--- config.mk ---
export PLATFORM = sky130hd
export DESIGN_NAME = bin2bcd_seq
export DESIGN_NICKNAME = d
export VERILOG_FILES = /design/src/rtl/bin2bcd_pkg.sv /design/src/rtl/bcd_add3_cell.sv /design/src/rtl/bin2bcd_seq.sv
export SDC_FILE = /design/constraint.sdc
export NUM_CORES = 1
export LEC_CHECK = 0
export BUFFER_PORTS_ARGS = -buffer_cell sky130_fd_sc_hd__clkbuf_2
export CELL_PAD_IN_SITES_DETAIL_PLACEMENT = 2
export CELL_PAD_IN_SITES_GLOBAL_PLACEMENT = 2
export CORE_MARGIN = 10
export CORE_UTILIZATION = 32
export CTS_CLUSTER_SIZE = 28
export DETAILED_ROUTE_END_ITERATION = 8
export GPL_TIMING_DRIVEN = 0
export MAX_ROUTING_LAYER = met4
export PLACE_DENSITY = 0.82
export SYNTH_ARGS = -nofsm -noshare
export SYNTH_HDL_FRONTEND = slang
export SYNTH_SLANG_ARGS = --single-unit
--- constraint.sdc ---
create_clock -name clk -period 1.75 [get_ports clk]
set_input_delay 0.35 -clock clk [delete_from_list [all_inputs] [get_ports clk]]
set_output_delay 0.35 -clock clk [all_outputs]
set_load 0.1 [all_outputs]
--- src/rtl/bin2bcd_pkg.sv ---
// Shared types and constants for the sequential binary-to-BCD converter.
// pow10() sizes both the overflow limit and the internal digit scratch register.
package bin2bcd_pkg;

    typedef enum logic [1:0] {
        IDLE  = 2'd0,
        SHIFT = 2'd1,
        DONE  = 2'd2
    } state_t;

    localparam logic [3:0] BCD_NINE       = 4'h9;
    localparam logic [3:0] ADD3_THRESHOLD = 4'd5;

    function automatic logic [63:0] pow10(input int n);
        logic [63:0] p;
        p = 64'd1;
        for (int i = 0; i < n; i++) begin
            p = p * 64'd10;
        end
        return p;
    endfunction

    // Smallest n with 10^n >= 2^width (= ceil(width*log10(2))), plus one guard digit,
    // never fewer than the number of digits presented on the output.
    function automatic int scratch_digits(input int width, input int digits);
        int n;
        n = 20;
        for (int i = 19; i >= 0; i--) begin
            if (pow10(i) >= (64'd1 << width)) begin
                n = i;
            end
        end
        n = n + 1;
        if (n < digits) begin
            n = digits;
        end
        return n;
    endfunction

endpackage

--- src/rtl/bcd_add3_cell.sv ---
// Double-dabble correction for one BCD digit: add 3 when the digit is 5 or more,
// so the following left shift carries correctly into the next decimal digit.
module bcd_add3_cell
    import bin2bcd_pkg::*;
(
    input  logic [3:0] digit,
    output logic [3:0] adjusted
);

    assign adjusted = (digit >= ADD3_THRESHOLD) ? (digit + 4'd3) : digit;

endmodule

--- src/rtl/bin2bcd_seq.sv ---
// Sequential double-dabble converter: one bit per cycle, fixed WIDTH+2 cycle throughput.
// Results are loaded into the output registers in a single edge, so outputs never show partial sums.
module bin2bcd_seq
    import bin2bcd_pkg::*;
#(
    parameter int WIDTH  = 14,
    parameter int DIGITS = 4
) (
    input  logic                  clk,
    input  logic                  rst,
    input  logic                  start,
    input  logic [WIDTH-1:0]      value,
    output logic                  busy,
    output logic                  done,
    output logic [4*DIGITS-1:0]   bcd,
    output logic                  overflow,
    output logic [DIGITS-1:0]     lz_mask
);

    localparam int          INT_DIGITS = scratch_digits(WIDTH, DIGITS);
    localparam int          SW         = 4 * INT_DIGITS;
    localparam int          CNT_W      = $clog2(WIDTH + 1);
    localparam logic [63:0] LIMIT      = pow10(DIGITS);

    state_t             state_reg;
    state_t             state_next;
    logic [WIDTH-1:0]   shift_reg;
    logic [SW-1:0]      scratch_reg;
    logic [SW-1:0]      scratch_adj;
    logic [CNT_W-1:0]   cnt_reg;
    logic               ovf_reg;
    logic               last_step;
    logic [DIGITS-1:0]  lz_next;
    logic               zero_run;

    genvar gi;
    generate
        for (gi = 0; gi < INT_DIGITS; gi++) begin : g_cell
            bcd_add3_cell u_cell (
                .digit    (scratch_reg[4*gi +: 4]),
                .adjusted (scratch_adj[4*gi +: 4])
            );
        end
    endgenerate

    assign last_step = (cnt_reg == CNT_W'(WIDTH - 1));
    assign busy      = (state_reg != IDLE);

    always_ff @(posedge clk or posedge rst) begin
        if (rst) begin
            state_reg <= IDLE;
        end else begin
            state_reg <= state_next;
        end
    end

    always_comb begin
        state_next = state_reg;
        case (state_reg)
            IDLE:    if (start) state_next = SHIFT;
            SHIFT:   if (last_step) state_next = DONE;
            DONE:    state_next = IDLE;
            default: state_next = IDLE;
        endcase
    end

    // Leading-zero run scanned from the most significant output digit down; digit 0 never blanks.
    always_comb begin
        zero_run = 1'b1;
        lz_next  = '0;
        for (int i = DIGITS - 1; i >= 1; i--) begin
            zero_run   = zero_run && (scratch_reg[4*i +: 4] == 4'd0);
            lz_next[i] = zero_run;
        end
    end

    always_ff @(posedge clk or posedge rst) begin
        if (rst) begin
            shift_reg   <= '0;
            scratch_reg <= '0;
            cnt_reg     <= '0;
            ovf_reg     <= 1'b0;
            done        <= 1'b0;
            bcd         <= '0;
            overflow    <= 1'b0;
            lz_mask     <= '0;
        end else begin
            done <= 1'b0;
            case (state_reg)
                IDLE: begin
                    if (start) begin
                        shift_reg   <= value;
                        scratch_reg <= '0;
                        cnt_reg     <= '0;
                        ovf_reg     <= (64'(value) >= LIMIT);
                    end
                end
                SHIFT: begin
                    {scratch_reg, shift_reg} <= {scratch_adj, shift_reg} << 1;
                    cnt_reg <= cnt_reg + CNT_W'(1);
                end
                DONE: begin
                    done     <= 1'b1;
                    bcd      <= ovf_reg ? {DIGITS{BCD_NINE}} : scratch_reg[4*DIGITS-1:0];
                    overflow <= ovf_reg;
                    lz_mask  <= ovf_reg ? '0 : lz_next;
                end
                default: ;
            endcase
        end
    end

endmodule

==> metrics.md, run 1 <==
| Metric | Value |
|---|---|
| Status | `finished clean` |
| Pre-antenna DRT Iters | `4` |
| Final Hold Viols | `0` |
| Share of layout cells above drive strength 1 | `27.1%` |
| Grt ovf | `0` |
| First-pass GRT wire length | `roughly 14000 µm` |
| Row count | `34` |
| Number of distinct library cells after synthesis | `37` |
| Initial drt markers | `80` |
| Die Area | `13000 µm²` |
| CTS sink count | `58` |
| Worst setup SP type | `register` |
| Synth Flop Type | `dfrtp_1` |
| HPWL Detailed | `a little under 6000 µm` |
| Global Route Usage Sum | `a little over an eighth` |
| Final period util | `95.1%` |
| Final #Nets | `375` |
| Setup TNS Final | `0 ns` |
| CTS tree | `yes` |
| Crit path max fanout | `10` |
| Worst min-delay path class | `primary input to async pin` |
| Crit end category | `primary output` |
| Worst-Margin Slew | `between 0.5 and 0.6 ns` |
| Total core area | `roughly 8700 µm²` |
| # hold bufs at CTS | `0` |
| Insertion delay to the later sink of the worst-skew pair | `0.34 ns` |
| Number of synthesized flops with an enable pin | `0` |
| Initial core utilization | `approximately 33%` |
| Sequential-to-total area share from yosys stat | `51.2%` |
| DIE WIDTH | `114 µm` |
| Slew margin rel. | `a little over three fifths` |
| PortBufs | `38` |
| Max-slew violation count | `0` |
| Clock buffer depth | `2` |
| Routability cong. | `0.726` |
| Final WS setup | `0.0857 ns` |
| Final ANT Viol Nets | `0` |
| # fillers | `a little under 1k` |
| Worst-path clk slew | `0.07 ns` |
| CP arrival | `1.31 ns` |
| FMAX | `roughly 0.6 GHz` |
| #FFs+latches synth | `58` |
| Synthesized net count | `approximately 320` |
| Post-synthesis cell count | `approximately 290` |
| R2R Setup Slk | `around 0.13 ns` |
| Post-layout min period | `1.66 ns` |
| Root Buffer | `clkbuf_8` |
| Initial antenna violation count | `0` |
| # diodes | `0` |
| Final WL | `between 8000 and 9000 µm` |
| Asr flop ratio synth | `100%` |
| Drt drc | `0` |
| DR vias/cell | `~5` |
| Final setup violation count | `0` |
| Vias post-DR | `approximately 2.3k` |
| Max-Cap Viols | `0` |
| Synth Cell Area | `between 2000 and 3000 µm²` |
| Synth Area per Inst | `~9.6 µm²` |
| Pre-CTS WS | `-0.0141 ns` |
| DIE HEIGHT | `around 110 µm` |
| CTS Buf Count | `9` |
| Synthesis Warnings | `0` |
| Area grow syn2layout | `22.7%` |
| WS Path Type | `register to primary output` |
| Htree depth | `3` |
| Vias in the first global route | `between 2k and 3k` |
| Wire length per cell | `between 15 and 20 µm` |
| Largest net degree at the start of global routing | `59` |
| Worst EP required | `around 1.4 ns` |
| Io pins | `40` |
| Setup Skew | `about 0.011 ns` |
through the flow:
step	hold slack [ns]	area (µm²)	std cells	utilization (%)
finish	0.0106	3480	458	40.1
global placement	0.463	3160	440	36.4
floorplan	0.443	2840	294	-
detailed placement	0.476	3160	440	36.4
global route	0.0431	3480	458	40.1
CTS	0.198	3430	456	39.5
path summary, 6_finish.rpt:
| check | from | end | cells past startpoint |
|---|---|---|---|
| hold reg to reg | bcd[11]$_DFFE_PP0P_ | bcd[11]$_DFFE_PP0P_ | 2 |
| max in group asynchronous | rst | scratch_reg[12]$_DFFE_PP0P_ | 3 |
| min in group clk | value[0] | shift_reg[0]$_DFFE_PP0P_ | 3 |
| hold / removal | rst | bcd[1]$_DFFE_PP0P_ | 2 |
| setup reg to reg | scratch_reg[4]$_DFFE_PP0P_ | scratch_reg[6]$_DFFE_PP0P_ | 6 |
| setup / recovery | state_reg[0]$_DFFE_PP0P_ | busy | 3 |
synthesized netlist by cell type, types with 2 or more instances:
| master | instances | area (µm²) |
|---|---|---|
| dfrtp_1 | 58 | 1450 |
| nand2_1 | 42 | 158 |
| nor2_1 | 35 | 131 |
| o21ai_0 | 28 | 140 |
| nand3_1 | 17 | 85.1 |
| ha_1 | 13 | 163 |
| inv_1 | 11 | 41.3 |
| nand2b_1 | 10 | 62.6 |
| o22ai_1 | 8 | 50.1 |
| buf_2 | 7 | 35.0 |
| a21oi_1 | 6 | 30.0 |
| o21ai_1 | 6 | 30.0 |
| o31ai_1 | 6 | 45.0 |
| buf_6 | 5 | 56.3 |
| mux2_2 | 5 | 56.3 |
| a22o_1 | 4 | 35.0 |
| clkbuf_1 | 4 | 15.0 |
| xnor2_1 | 4 | 35.0 |
| o22ai_2 | 3 | 37.5 |
| a22oi_1 | 2 | 15.0 |
| buf_4 | 2 | 15.0 |
| nor3b_1 | 2 | 15.0 |
| o21ai_2 | 2 | 17.5 |
per-layer routing:
metal	wire, µm	up-vias	GRT usage, %
met5	0	-	-
met3	421	7	4.56
met4	68	0	2.76
li1	-	1096	-
met2	4010	52	22.1
met1	3530	1163	16.0
timing repair:
item / in CTS / in global routing
pin swaps: 0 / 2
setup buffers: 0 / 1
gates resized for setup: 6 / 8
endpoints found under the setup margin: 2 / 4
cells by family after synthesis:
group	share of synthesized area [%]
adder cells (fa/ha/maj)	5.74
flip-flops	51.2
XOR/XNOR	1.55
buffers and inverters	5.74
AND/OR/NAND/NOR	19.2
AO/OA/AOI/OAI	14.4
other	0.132
multiplexers	1.99
final cells by class:
cell class	count	area (µm²)	share of cell area, %
inverter	11	45.0	1.30
tap	108	135	3.89
buffer	18	124	3.56
clock inverter	4	72.6	2.09
multi-input combinational	207	1240	35.8
clock buffer	12	165	4.75
sequential	58	1450	41.8
timing repair buffer	40	238	6.84
critical path: stages (launching register included):
cell and delay, ns:
dfrtp_1 0.37, buf_4 0.18, or2_4 0.24, clkbuf_16 0.19
cells in the final DEF (no fill, tap or decap), types with 2 or more instances in the layout:
cell and instances:
xnor2_1 4, nand2b_1 10, nor2_1 35, nor3b_1 2, o21ai_2 2, buf_4 4
inv_2 3, mux2_2 5, a21oi_2 3, a22oi_1 2, clkbuf_2 37, a22o_1 4
o22ai_2 3, nand3_1 17, bufinv_16 2, o31ai_1 6, a21oi_1 2, dfrtp_1 57
clkbuf_1 4, buf_2 6, clkbuf_8 12, ha_1 13, o22ai_1 8, o21ai_1 6
nand2_1 42, o21ai_0 28, buf_6 5, inv_1 7, clkinvlp_4 2
Power of run 1 is not shown: default switching activity piles up to over one toggle a cycle in this logic, so the estimate is an artifact.
==> inputs of run 2 (changes only) <==
--- a/config.mk
+++ b/config.mk
@@ -14,7 +14,8 @@
 export DETAILED_ROUTE_END_ITERATION = 8
 export GPL_TIMING_DRIVEN = 0
 export MAX_ROUTING_LAYER = met4
-export PLACE_DENSITY = 0.82
+export PLACE_DENSITY = 0.83
 export SYNTH_ARGS = -nofsm -noshare
 export SYNTH_HDL_FRONTEND = slang
+export SYNTH_HIERARCHICAL = 1
 export SYNTH_SLANG_ARGS = --single-unit
==> metrics.md, run 2 <==
| Metric | Value |
|---|---|
| Status | `finished clean` |
| # diodes | `0` |
| # hold bufs at CTS | `0` |
| Io pins | `40` |
| Area grow syn2layout | `20.6%` |
| Routability cong. | `about 0.76` |
| Post-synthesis cell count | `319` |
| Initial drt markers | `81` |
| Slew margin rel. | `about 59%` |
| First-pass GRT wire length | `about 14000 µm` |
| Synth Cell Area | `~2900 µm²` |
| Die Area | `between 10000 and 15000 µm²` |
| DIE HEIGHT | `between 100 and 150 µm` |
| Share of layout cells above drive strength 1 | `roughly 23%` |
| Clock buffer depth | `2` |
| Critical-path cell list | `or2_2 -> clkbuf_8` |
| Final period util | `96.2%` |
| Worst-Margin Slew | `between 0.6 and 0.7 ns` |
| HPWL Detailed | `5890 µm` |
| Grt ovf | `0` |
| Synth Area per Inst | `~9 µm²` |
| Pre-CTS WS | `roughly 0.26 ns` |
| Worst min-delay path class | `primary input to async pin` |
| WS Path Type | `register to primary output` |
| RSZ-0062 raised after global routing | `false` |
| Final WS setup | `about 0.066 ns` |
| Wire length per cell | `roughly 17 µm` |
| Commonest non-fill, non-tap cell in the layout | `nand2_1` |
| Htree depth | `3` |
| Setup TNS Final | `0 ns` |
| Crit path max fanout | `7` |
| Worst setup SP type | `register` |
| Largest net degree at the start of global routing | `59` |
| Synthesis Warnings | `6` |
| Root Buffer | `clkbuf_8` |
| Total core area | `between 8000 and 9000 µm²` |
| FMAX | `between 0.5 and 0.6 GHz` |
| CTS Buf Count | `9` |
| PortBufs | `38` |
| Post-CTS Setup Bufs | `0` |
| Final ANT Viol Nets | `0` |
| CTS sink count | `slightly below 60` |
| Global Route Usage Sum | `13.8%` |
| DR vias/cell | `5.07` |
| Slowest stage cell, crit path | `dfrtp_2` |
| Final #Nets | `396` |
| Post-layout min period | `between 1.5 and 2 ns` |
| Vias in the first global route | `~2.8k` |
| Final WL | `roughly 8200 µm` |
| Worst EP required | `roughly 1.4 ns` |
| Final setup violation count | `0` |
| Row count | `34` |
| Vias post-DR | `2442` |
| # fillers | `between 900 and 1k` |
| Initial core utilization | `between 30% and 40%` |
| Largest delay share family, worst path | `flip-flops` |
| Buf+Inv Stages, Crit Path | `1` |
| Most frequent cells in the layout | `nand2_1 (84), dfrtp_1 (57), clkbuf_2 (37)` |
| CP arrival | `1.33 ns` |
| Synthesized net count | `roughly 350` |
| Max-Cap Viols | `0` |
| Setup Skew | `between 0.006 and 0.007 ns` |
| Drt drc | `0` |
| CTS tree | `yes` |
| Final Hold Viols | `0` |
| Worst-path clk slew | `roughly 0.060 ns` |
| Crit end category | `primary output` |
| DIE WIDTH | `roughly 120 µm` |
| Pre-antenna DRT Iters | `4` |
| Insertion delay to the later sink of the worst-skew pair | `between 0.3 and 0.4 ns` |
| Max stage delay on crit path | `0.45 ns` |
| Initial antenna violation count | `0` |
| Max-slew violation count | `0` |
[run 2: final timing paths]
path	from	endpoint	depth (start not counted)	slack (ns)
worst max register to register	scratch_reg[4]$_DFFE_PP0P_	scratch_reg[6]$_DFFE_PP0P_	6	0.25
worst max-delay path	state_reg[1]$_DFFE_PP0P_	busy	2	0.07
worst min-delay path	rst	bcd[14]$_DFFE_PP0P_	2	0.06
worst min register to register	bcd[11]$_DFFE_PP0P_	bcd[11]$_DFFE_PP0P_	2	0.47
min in group clk	value[0]	shift_reg[0]$_DFFE_PP0P_	3	0.20
max in group asynchronous	rst	state_reg[1]$_DFFE_PP0P_	3	1.10
[run 2: metal layers]
layer	GRT usage (%)	routed length, µm	up-vias
met5	-	0	-
met4	4.79	136	0
met3	4.01	375	12
met2	22.9	4050	46
met1	15.6	3600	1221
li1	-	-	1163
[run 2: through the flow]
step / std cells / hold WS, ns / utilization (%) / instance area [µm²]
floorplan: 319 / 0.438 / - / 2900
global placement: 465 / 0.450 / 36.8 / 3220
detailed placement: 465 / 0.465 / 36.8 / 3220
CTS: 481 / 0.191 / 39.6 / 3470
global route: 482 / 0.117 / 39.8 / 3490
finish: 482 / 0.0634 / 39.8 / 3490
[run 2: what timing repair did]
action                                 4_1_cts  5_1_grt
resized for setup                            2        1
setup endpoints to repair                    1        1
endpoints found under the hold margin        0        0
[run 2: layout make-up]
class | count | area (µm²) | share of cell area, %
buffer | 18 | 121 | 3.48
clock buffer | 12 | 165 | 4.73
clock inverter | 4 | 72.6 | 2.08
inverter | 11 | 45.0 | 1.29
multi-input combinational | 232 | 1280 | 36.6
sequential | 58 | 1450 | 41.6
tap | 108 | 135 | 3.87
timing repair buffer | 39 | 219 | 6.28
Power of run 2 is left out for the same reason.
